$ cat src/rtl/disp_line_writer.sv
`default_nettype none
// ============================================================================
//  Module      : disp_line_writer
//  Description : Writes the left/right final-disparity streams from the WTA
//                stage into ping-pong line SRAM banks, flags complete lines
//                to the LR-check / hole-filling consumer, recycles banks on
//                line_ack and back-pressures upstream when both banks hold
//                unconsumed lines.
//  Options     : DISP_WRITER_RANGE_CLAMP_EN - when defined, beats above
//                `range` are written as the all-ones invalid code.
//  Revision    : 1.0 - initial release
// ============================================================================
module disp_line_writer #(
  parameter int DWIDTH = 9,
  parameter int AWIDTH = 11
) (
  input  logic              clk,
  input  logic              rst,
  input  logic              clken,
  input  logic [AWIDTH-1:0] width,
  input  logic [DWIDTH-1:0] range,
  input  logic              din_valid_L,
  input  logic              din_valid_R,
  input  logic [DWIDTH-1:0] din_L,
  input  logic [DWIDTH-1:0] din_R,
  output logic              din_ready_L,
  output logic              din_ready_R,
  input  logic              line_ack,
  output logic              wr_en_L,
  output logic              wr_en_R,
  output logic [AWIDTH-1:0] wr_addr_L,
  output logic [AWIDTH-1:0] wr_addr_R,
  output logic [DWIDTH-1:0] wr_data_L,
  output logic [DWIDTH-1:0] wr_data_R,
  output logic              wr_bank,
  output logic              rd_bank,
  output logic              valid_final_L,
  output logic              valid_final_R,
  output logic              drop_err
);

  typedef enum logic [1:0] {
    IDLE      = 2'd0,
    WRITE     = 2'd1,
    WAIT_BANK = 2'd2
  } state_t;

  state_t            state;
  state_t            state_nxt;

  logic [AWIDTH-1:0] col_L;
  logic [AWIDTH-1:0] col_R;
  logic [AWIDTH-1:0] width_q;
  logic              wb;
  logic              rb;
  logic [1:0]        full_cnt;
  logic [1:0]        full_nxt;

  logic              ready_L;
  logic              ready_R;
  logic              acc_L;
  logic              acc_R;
  logic              drop_L;
  logic              drop_R;
  logic              commit;
  logic              ack_eff;

  logic [DWIDTH-1:0] data_L;
  logic [DWIDTH-1:0] data_R;

`ifdef DISP_WRITER_RANGE_CLAMP_EN
  // Out-of-range disparities are replaced by the invalid code before writing.
  assign data_L = (din_L > range) ? {DWIDTH{1'b1}} : din_L;
  assign data_R = (din_R > range) ? {DWIDTH{1'b1}} : din_R;
`else
  // Range input has no function in this build; data passes straight through.
  logic unused_range;
  assign unused_range = ^range;
  assign data_L       = din_L;
  assign data_R       = din_R;
`endif

  // An ack only counts while enabled and when there is a line to release.
  assign ack_eff = clken & line_ack & (full_cnt != 2'd0);

  // Next-state, readys, beat acceptance and commit decode.
  always_comb begin
    state_nxt = state;
    ready_L   = 1'b0;
    ready_R   = 1'b0;
    commit    = 1'b0;
    full_nxt  = full_cnt;
    acc_L     = 1'b0;
    acc_R     = 1'b0;
    drop_L    = 1'b0;
    drop_R    = 1'b0;

    // Readys are forced low while in reset or while the clock enable is low.
    if (rst && clken) begin
      case (state)
        IDLE: begin
          ready_L = (width != '0) && (full_cnt != 2'd2);
          ready_R = (width != '0) && (full_cnt != 2'd2);
        end
        WRITE: begin
          // A stream that has delivered its full line waits for the other.
          ready_L = (col_L < width_q);
          ready_R = (col_R < width_q);
          commit  = (col_L == width_q) && (col_R == width_q);
        end
        default: begin
          ready_L = 1'b0;
          ready_R = 1'b0;
        end
      endcase
    end

    acc_L  = din_valid_L & ready_L;
    acc_R  = din_valid_R & ready_R;
    drop_L = clken & din_valid_L & ~ready_L;
    drop_R = clken & din_valid_R & ~ready_R;

    // Commit and ack in the same cycle cancel in the line count.
    case ({commit, ack_eff})
      2'b10:   full_nxt = full_cnt + 2'd1;
      2'b01:   full_nxt = full_cnt - 2'd1;
      default: full_nxt = full_cnt;
    endcase

    if (clken) begin
      case (state)
        IDLE: begin
          if (acc_L || acc_R) begin
            state_nxt = WRITE;
          end
        end
        WRITE: begin
          if (commit) begin
            state_nxt = (full_nxt == 2'd2) ? WAIT_BANK : IDLE;
          end
        end
        WAIT_BANK: begin
          if (ack_eff) begin
            state_nxt = IDLE;
          end
        end
        default: state_nxt = IDLE;
      endcase
    end
  end

  assign din_ready_L = ready_L;
  assign din_ready_R = ready_R;

  // FSM state register.
  always_ff @(posedge clk or negedge rst) begin
    if (!rst) begin
      state <= IDLE;
    end else if (clken) begin
      state <= state_nxt;
    end
  end

  // Column counters, latched line width, bank pointers and line count.
  always_ff @(posedge clk or negedge rst) begin
    if (!rst) begin
      col_L    <= '0;
      col_R    <= '0;
      width_q  <= '0;
      wb       <= 1'b0;
      rb       <= 1'b0;
      full_cnt <= 2'd0;
    end else if (clken) begin
      // Width is captured on the first beat and held for the whole line.
      if ((state == IDLE) && (acc_L || acc_R)) begin
        width_q <= width;
      end
      if (commit) begin
        col_L <= '0;
        col_R <= '0;
        wb    <= ~wb;
      end else begin
        if (acc_L) begin
          col_L <= col_L + 1'b1;
        end
        if (acc_R) begin
          col_R <= col_R + 1'b1;
        end
      end
      if (ack_eff) begin
        rb <= ~rb;
      end
      full_cnt <= full_nxt;
    end
  end

  // SRAM write port: one registered pulse per accepted beat.
  always_ff @(posedge clk or negedge rst) begin
    if (!rst) begin
      wr_en_L   <= 1'b0;
      wr_en_R   <= 1'b0;
      wr_addr_L <= '0;
      wr_addr_R <= '0;
      wr_data_L <= '0;
      wr_data_R <= '0;
    end else begin
      // Strobes track acceptance every cycle so they never stretch while
      // the clock enable is low (acceptance is already gated by clken).
      wr_en_L <= acc_L;
      wr_en_R <= acc_R;
      if (acc_L) begin
        wr_addr_L <= col_L;
        wr_data_L <= data_L;
      end
      if (acc_R) begin
        wr_addr_R <= col_R;
        wr_data_R <= data_R;
      end
    end
  end

  // Line-available flags and the sticky dropped-beat error.
  always_ff @(posedge clk or negedge rst) begin
    if (!rst) begin
      valid_final_L <= 1'b0;
      valid_final_R <= 1'b0;
      drop_err      <= 1'b0;
    end else if (clken) begin
      valid_final_L <= (full_cnt != 2'd0);
      valid_final_R <= (full_cnt != 2'd0);
      if (drop_L || drop_R) begin
        drop_err <= 1'b1;
      end
    end
  end

  assign wr_bank = wb;
  assign rd_bank = rb;

endmodule
`default_nettype wire

$ cat config.mk
export PLATFORM = sky130hd
export DESIGN_NAME = disp_line_writer
export DESIGN_NICKNAME = d
export VERILOG_FILES = /design/src/rtl/disp_line_writer.sv
export SDC_FILE = /design/constraint.sdc
export NUM_CORES = 1
export LEC_CHECK = 0
export CAP_MARGIN = 25
export CORE_UTILIZATION = 35
export DETAILED_ROUTE_END_ITERATION = 10
export PLACE_DENSITY = 0.62
export SLEW_MARGIN = 20
export SYNTH_ARGS = -nofsm -noshare
export SYNTH_HDL_FRONTEND = slang
export SYNTH_SLANG_ARGS = --single-unit
$ cat constraint.sdc
create_clock -name clk -period 5.92 [get_ports clk]
set_input_delay 1.184 -clock clk [delete_from_list [all_inputs] [get_ports clk]]
set_output_delay 1.184 -clock clk [all_outputs]
set_load 0.005 [all_outputs]
Yosys cells after proc, flatten, opt, wreduce, memory -nomap -nowiden
Index checks and enable logic that the tools add are counted.

Add/sub/neg operators: 4. Multiply operators: 0. Div/mod/pow operators: 0. Order comparisons: 2. Equality and inequality tests: 11. Shift operators: 0. Multiplexer cells: 16. Bitwise operators: 12. Reduce and logical (&&, ||, !) cells: 18.

Operator list (number): $mux 11 (4); $add 11x1->11 const B (2); $eq 11x11->1 (2); $lt 11x11->1 (2); $reduce_and 2->1 (6); $reduce_bool 11->1 (1); $and 1x1->1 (8); $mux 2 (4); $ne 2x2->1 const B (4); $eq 2x2->1 const B (3); $pmux 2 s3 (1); $reduce_bool 2->1 (3); $eq 2x1->1 const B (2); $logic_and 1x1->1 (4); $mux 1 (4); $not 1->1 (4); $pmux 1 s2 (2); $pmux 2 s2 (1); $reduce_and 4->1 (1); $add 2x1->2 const B (1); $logic_not 2->1 (1); $logic_or 1x1->1 (2); $sub 2x1->2 const B (1).

Flip-flop bits (word level): 83. Latch bits: 0. RAM bits: 0. Bits in read-only memories: 0. Bits of input ports: 44. Output and inout port bits: 49. Word-level logic and storage cells: 78. Memories kept: 0.

Longest topological paths before layout
Gate-level depths: netlist of run 1.

Depth in word-level cells: 10. Gate-level depth with buffers: 11. Depth with buffers taken out: 11.

Worst setup path after synthesis of run 1
No wires, ideal clock.

Path kind: input port to output port. Start point: input port clken. End point: output port din_ready_R. Arrival time: 2.244 ns. Data required time: 4.736 ns. Slack: 2.492 ns. Stages: 5. Cells stage by stage: buf_2 > nand2_2 > or3_1 > a2111oi_4 > or2_2.

Cells in the longest elaborated chain, start to end: 2.

Ends and longest elaborated chain: start: declaration (RTL line 19) `input logic clken,`; $logic_and 1x1->1 (RTL line 99) `if (rst && clken) begin`; $mux 1 (RTL line 99); end: declaration (RTL line 27) `output logic din_ready_R,`.

No other way between the ends.

Final worst setup path of run 1
Same ends and word-level chain as after synthesis.

==> impl_results.md, run 1 <==
* Fill cells at 1067
* Total internal power at 1.68 mW
* Clock power share at 25.3%
* Postcts setup bufs at 0
* Post-Route Skew at 0.00856 ns
* CTS Buf Count at 9
* Worst hold path class: register to register
* Peak supply drop at 0.197 mV
* Setup CP Type: input port to primary output
* Post-synth top flop: dfrtp_1
* I/O Buffers at 83
* Vias per std cell at 5.16
* Final WS setup at 1.30 ns
* Die X at 110 um
* Critical Path AT at 3.43 ns
* Total of max-cap violations at 0
* Cell-by-cell trace of the critical path: clkdlybuf4s50_1 -> nand2_2 -> a311oi_1 -> or2_2 -> clkdlybuf4s50_1
* ANT nets after route at 0
* Power Dens Cells at 449 nW/um2
* Skew-Pair Late Insertion Delay at 0.33 ns
* Antenna violations before repair at 0
* Seq pwr share at 38.1%
* Seq cells post-synth at 83
* Number of flops mapped to enable cells by yosys at 0
* Ys Warns at 0
* Row cnt at 39
* Critical-path maximum fanout at 9
* Fin. Hold Viols at 0
* Worst Max-Slew Pin Slew at 0.814 ns
* Most used cell, CP: clkdlybuf4s50_1
* Design area at 5410 um2
* Sw power at 753 uW
* Post-Syn Nets at 425
* CP Data Required Time at 4.74 ns
* Top-count cell post-synth: dfrtp_1
* Dpl ws at 1.31 ns
* First-pass GRT wire length at 15300 um
* Die Span Y at 110 um
* Clock Pin Slew Worst Setup and Hold Paths at 0.06 ns
* Fraction of registers with async set or reset after synthesis at 100%
* Largest area contributor in the netlist: dfrtp_1
* Placer Congestion at 0.825
* Routed len/inst at 15.4 um
* Share of layout cells above drive strength 1 at 15.5%
* Outcome: complete, no violations
* Via count at 3030
* Critical path's slowest cell: a311oi_1
* Combinational power share at 36.6%
* Ant. Diodes at 0
* Routed WL at 9050 um
* Count of different cell masters after synthesis at 43
* Overflow after GRT at 0
* Clock buffer depth at 2
* CTS root buffer: clkbuf_16
* Post-layout min period at 4.62 ns
* Crit path launch type: input port
* P_leak at 2.38 nW
* Setup violators final at 0
* Share of the synthesized area in the top cell type at 50.5%
* Area of the multi-input gates at 1890 um2
* Largest net degree at the start of global routing at 45
* Final period util at 78.0%
* # hold bufs at CTS at 0
* CORE AREA at 11400 um2
* Total Nets Final at 508
* Synth area leaders: dfrtp_1 (50%), mux2_2 (11%), ha_1 (7.6%)
* Number of global-route vias before repair at 3033
* Total power at 2.43 mW
* Switching portion of total power at 31.0%
* CTS tree: done
* Gr usage total at 15.6%
* Syn avg cell area at 11.6 um2
* FMAX at 217 MHz
* Layout area overhead at 31.6%
* # clock sinks at 83
* Sequential share of the synthesized area at 50.5%
* Sequential cell area at 2080 um2
* CTS resizes at 0
* Drt pass-1 iters at 4
* DRC violations left at 0
* Fin. max-slew vios at 0
* Post-placement cell area at 5080 um2
* Die ar. at 12200 um2
* I/O Pins at 93
* Largest stage delay on the critical path at 0.68 ns
* Initial core utilization at 36.0%
* Htree depth at 3
* RSZ-0062 raised after global routing: false
* Drt initial violations at 104
* Worst setup EP type: primary output
* Max_slew headroom at 45.4%
* Syn Inst Count at 356
* HPWL after detailed placement at 6590 um
* Synth Cell Area at 4120 um2
* Post-route setup TNS at 0 ns
* Synth cell count leaders: dfrtp_1 (83), mux2_2 (41), ha_1 (25)
[placed cells by master (no fill, tap or decap), drive strengths merged, types with 7 or more instances in the layout]
| cell | count |
|---|---|
| o21ai | 16 |
| or4 | 11 |
| nand4 | 7 |
| clkdlybuf4s50 | 82 |
| nor2 | 22 |
| mux2 | 49 |
| nand3 | 12 |
| nand2 | 17 |
| clkbuf | 11 |
| dfrtp | 83 |
| o31ai | 7 |
| a21oi | 20 |
| ha | 25 |
| inv | 20 |
[flip-flops by register name, indices dropped and copies added, names as in the netlist]
name and flops:
col_L 11, col_R 11, drop_err 1, full_cnt 2, rd_bank 1, state 2
valid_final_R 1, width_q 11, wr_addr_L 11, wr_addr_R 11, wr_bank 1, wr_data_L 9
wr_data_R 9, wr_en_L 1, wr_en_R 1
[metal layers]
metal / up-vias / track usage (%) / routed length, um
li1: 1476 / - / -
met4: 0 / 6.40 / 181
met1: 1471 / 21.3 / 4330
met5: - / 0 / 0
met2: 69 / 24.4 / 4240
met3: 14 / 2.74 / 292
[worst max-delay path, delay by kind of cell]
kind            cells  cell delay, ns
buf+inv             2            1.14
simple gates        2            0.41
compound gates      1            0.68
[cells by family after synthesis]
kind of cell | Yosys count | synth area share, %
AND/OR/NAND/NOR | 90 | 11.6
flip-flops | 83 | 50.5
XOR/XNOR | 11 | 2.34
buffers and inverters | 34 | 3.68
adder cells (fa/ha/maj) | 25 | 7.60
multiplexers | 51 | 13.9
AO/OA/AOI/OAI | 62 | 10.5
[final cells by class]
cell class | count | share of cell area (%)
inverter | 20 | 1.39
multi-input combinational | 239 | 35.0
sequential | 83 | 38.4
clock inverter | 5 | 1.57
tap | 143 | 3.30
clock buffer | 11 | 4.67
timing repair buffer | 86 | 15.7
[power groups by stage]
stage	registers [mW]	logic (mW)	clock network, mW
finish	0.925	0.889	0.615
floorplan	0.905	0.483	0
CTS	0.926	0.897	0.632
global route	0.954	0.985	0.656
detailed placement	0.937	0.892	0
global placement	0.924	0.868	0
[metrics by stage]
step | cells | utilization (%) | hold slack (ns)
after floorplan | 356 | - | 0.451
after global placement | 571 | 44.5 | 0.447
after detailed placement | 571 | 44.5 | 0.461
after CTS | 587 | 47.4 | 0.474
after global routing | 587 | 47.4 | 0.490
final | 587 | 47.4 | 0.463
[path summary, 6_finish.rpt]
check                      startpoint           end  slack, ns  depth (start not counted)
min                          drop_err      drop_err       0.46                          1
max in group asynchronous         rst      col_R[7]       4.12                          2
max reg2reg                  col_R[6]    width_q[0]       3.05                          7
min in group asynchronous         rst  wr_addr_R[7]       0.83                          1
min reg2reg                  drop_err      drop_err       0.46                          1
max                             clken   din_ready_R       1.30                          5
(Power assumes the default switching activity.)
==> inputs of run 2 (changes only) <==
==> constraint.sdc (replaced) <==
create_clock -name clk -period 4.41 [get_ports clk]
set_input_delay 0.882 -clock clk [delete_from_list [all_inputs] [get_ports clk]]
set_output_delay 0.882 -clock clk [all_outputs]
set_load 0.005 [all_outputs]
==> run 2 against run 1 <==
Final area fell by 0.83%; die area is the same; critical path type unchanged; critical endpoint unchanged; clock-buffer cell count shrank 2; power rose by 29%.
==> impl_results.md, run 2 (synthesis gave the netlist of run 1 again) <==
* Postcts setup bufs at 0
* Peak supply drop at 0.247 mV
* I/O Pins at 93
* Ant. Diodes at 0
* Seq pwr share at 39.7%
* Fin. max-slew vios at 0
* Routed len/inst at 15.2 um
* Share of layout cells above drive strength 1 at 15.9%
* Setup CP Type: input port to primary output
* Drt initial violations at 80
* Placer Congestion at 0.848
* Die Span Y at 110 um
* Critical-path maximum fanout at 5
* Sw power at 1.02 mW
* ANT nets after route at 0
* Routed WL at 8920 um
* FF-to-FF End: width_q[1]
* Worst Max-Slew Pin Slew at 0.830 ns
* Commonest non-fill, non-tap cell in the layout: dfrtp_1
* Setup violators final at 0
* Power Dens Cells at 582 nW/um2
* Antenna violations before repair at 0
* Final core utilization at 47.0%
* Layout area overhead at 30.5%
* # clock sinks at 83
* FMAX at 255 MHz
* RSZ-0062 raised after global routing: false
* CTS root buffer: clkbuf_16
* Row cnt at 39
* P_leak at 2.35 nW
* CP Data Required Time at 3.53 ns
* Total of max-cap violations at 0
* Final period util at 89.0%
* Total Nets Final at 510
* Max_slew headroom at 44.3%
* CTS resizes at 0
* Combinational power share at 38.2%
* Total internal power at 2.10 mW
* Die ar. at 12200 um2
* HPWL after detailed placement at 6640 um
* I/O Buffers at 83
* Crit path launch type: input port
* HP Start: drop_err
* # hold bufs at CTS at 0
* Post-placement cell area at 5090 um2
* Critical Path AT at 3.04 ns
* Clock buffer depth at 2
* Outcome: complete, no violations
* First-pass GRT wire length at 15100 um
* Clock power share at 22.2%
* Largest net degree at the start of global routing at 47
* Post-Route Skew at 0.0108 ns
* Initial core utilization at 36.0%
* CORE AREA at 11400 um2
* Overflow after GRT at 0
* Clock Pin Slew Worst Setup and Hold Paths at 0.06 ns
* Skew-Pair Late Insertion Delay at 0.35 ns
* Hold path cells at 1
* Via count at 3048
* Fin. Hold Viols at 0
* Critical R2R Launch: col_R[6]
* Vias per std cell at 5.17
* R2R setup slack at 1.46 ns
* Number of global-route vias before repair at 3051
* Post-route setup TNS at 0 ns
* Most frequent cells in the layout: dfrtp_1 (83), clkdlybuf4s50_1 (82), mux2_2 (41)
* Worst setup EP type: primary output
* Drt pass-1 iters at 4
* Die X at 110 um
* Worst hold path class: register to register
* Design area at 5370 um2
* R2r worst-path depth at 7
* CTS tree: done
* Worst-case hold path end point: drop_err
* Switching portion of total power at 32.6%
* Htree depth at 3
* Post-layout min period at 3.92 ns
* CTS Buf Count at 9
* Gr usage total at 15.7%
* DRC violations left at 0
[run 2: final cells by class]
cell class | count | area [um2]
multi-input combinational | 239 | 1890
sequential | 83 | 2080
tap | 143 | 179
fill | 1092 | 6050
clock inverter | 7 | 52.6
clock buffer | 9 | 225
inverter | 20 | 75.1
timing repair buffer | 88 | 866
[run 2: layer usage]
| metal | share of wire (%) | vias up | routed length, um | GRT usage, % |
|---|---|---|---|---|
| li1 | - | 1468 | - | - |
| met1 | 47 | 1510 | 4220 | 19.9 |
| met4 | 1.8 | 0 | 164 | 7.11 |
| met2 | 47 | 59 | 4220 | 25.2 |
| met5 | 0 | - | 0 | 0 |
| met3 | 3.5 | 11 | 315 | 3.79 |
[run 2: power groups by stage]
stage / sequential [mW] / combinational [mW] / clock, mW
6_report: 1.24 / 1.19 / 0.693
5_1_grt: 1.28 / 1.32 / 0.749
4_1_cts: 1.24 / 1.21 / 0.712
3_5_place_dp: 1.26 / 1.20 / 0
3_3_place_gp: 1.24 / 1.17 / 0
2_1_floorplan: 1.22 / 0.649 / 0
[run 2: worst max path at each step]
stage	from	to
floorplan	clken	din_ready_R
global placement	width[4]	din_ready_R
detailed placement	width[1]	din_ready_R
CTS	width[1]	din_ready_R
global route	width[1]	din_ready_R
finish	width[1]	din_ready_R
[run 2: worst max-delay path: stages]
cell and delay, ns:
clkdlybuf4s50_1 0.45, nor4_1 0.51, a311oi_1 0.35, or2_2 0.40, clkdlybuf4s50_1 0.45
[run 2: through the flow]
| step | hold slack, ns | std cells | total power [mW] | setup slack (ns) |
|---|---|---|---|---|
| floorplan | 0.451 | 356 | 1.86 | 1.59 |
| global placement | 0.444 | 573 | 2.41 | 0.585 |
| detailed placement | 0.447 | 573 | 2.45 | 0.538 |
| CTS | 0.462 | 589 | 3.16 | 0.528 |
| global route | 0.498 | 589 | 3.35 | 0.412 |
| finish | 0.460 | 589 | 3.13 | 0.485 |
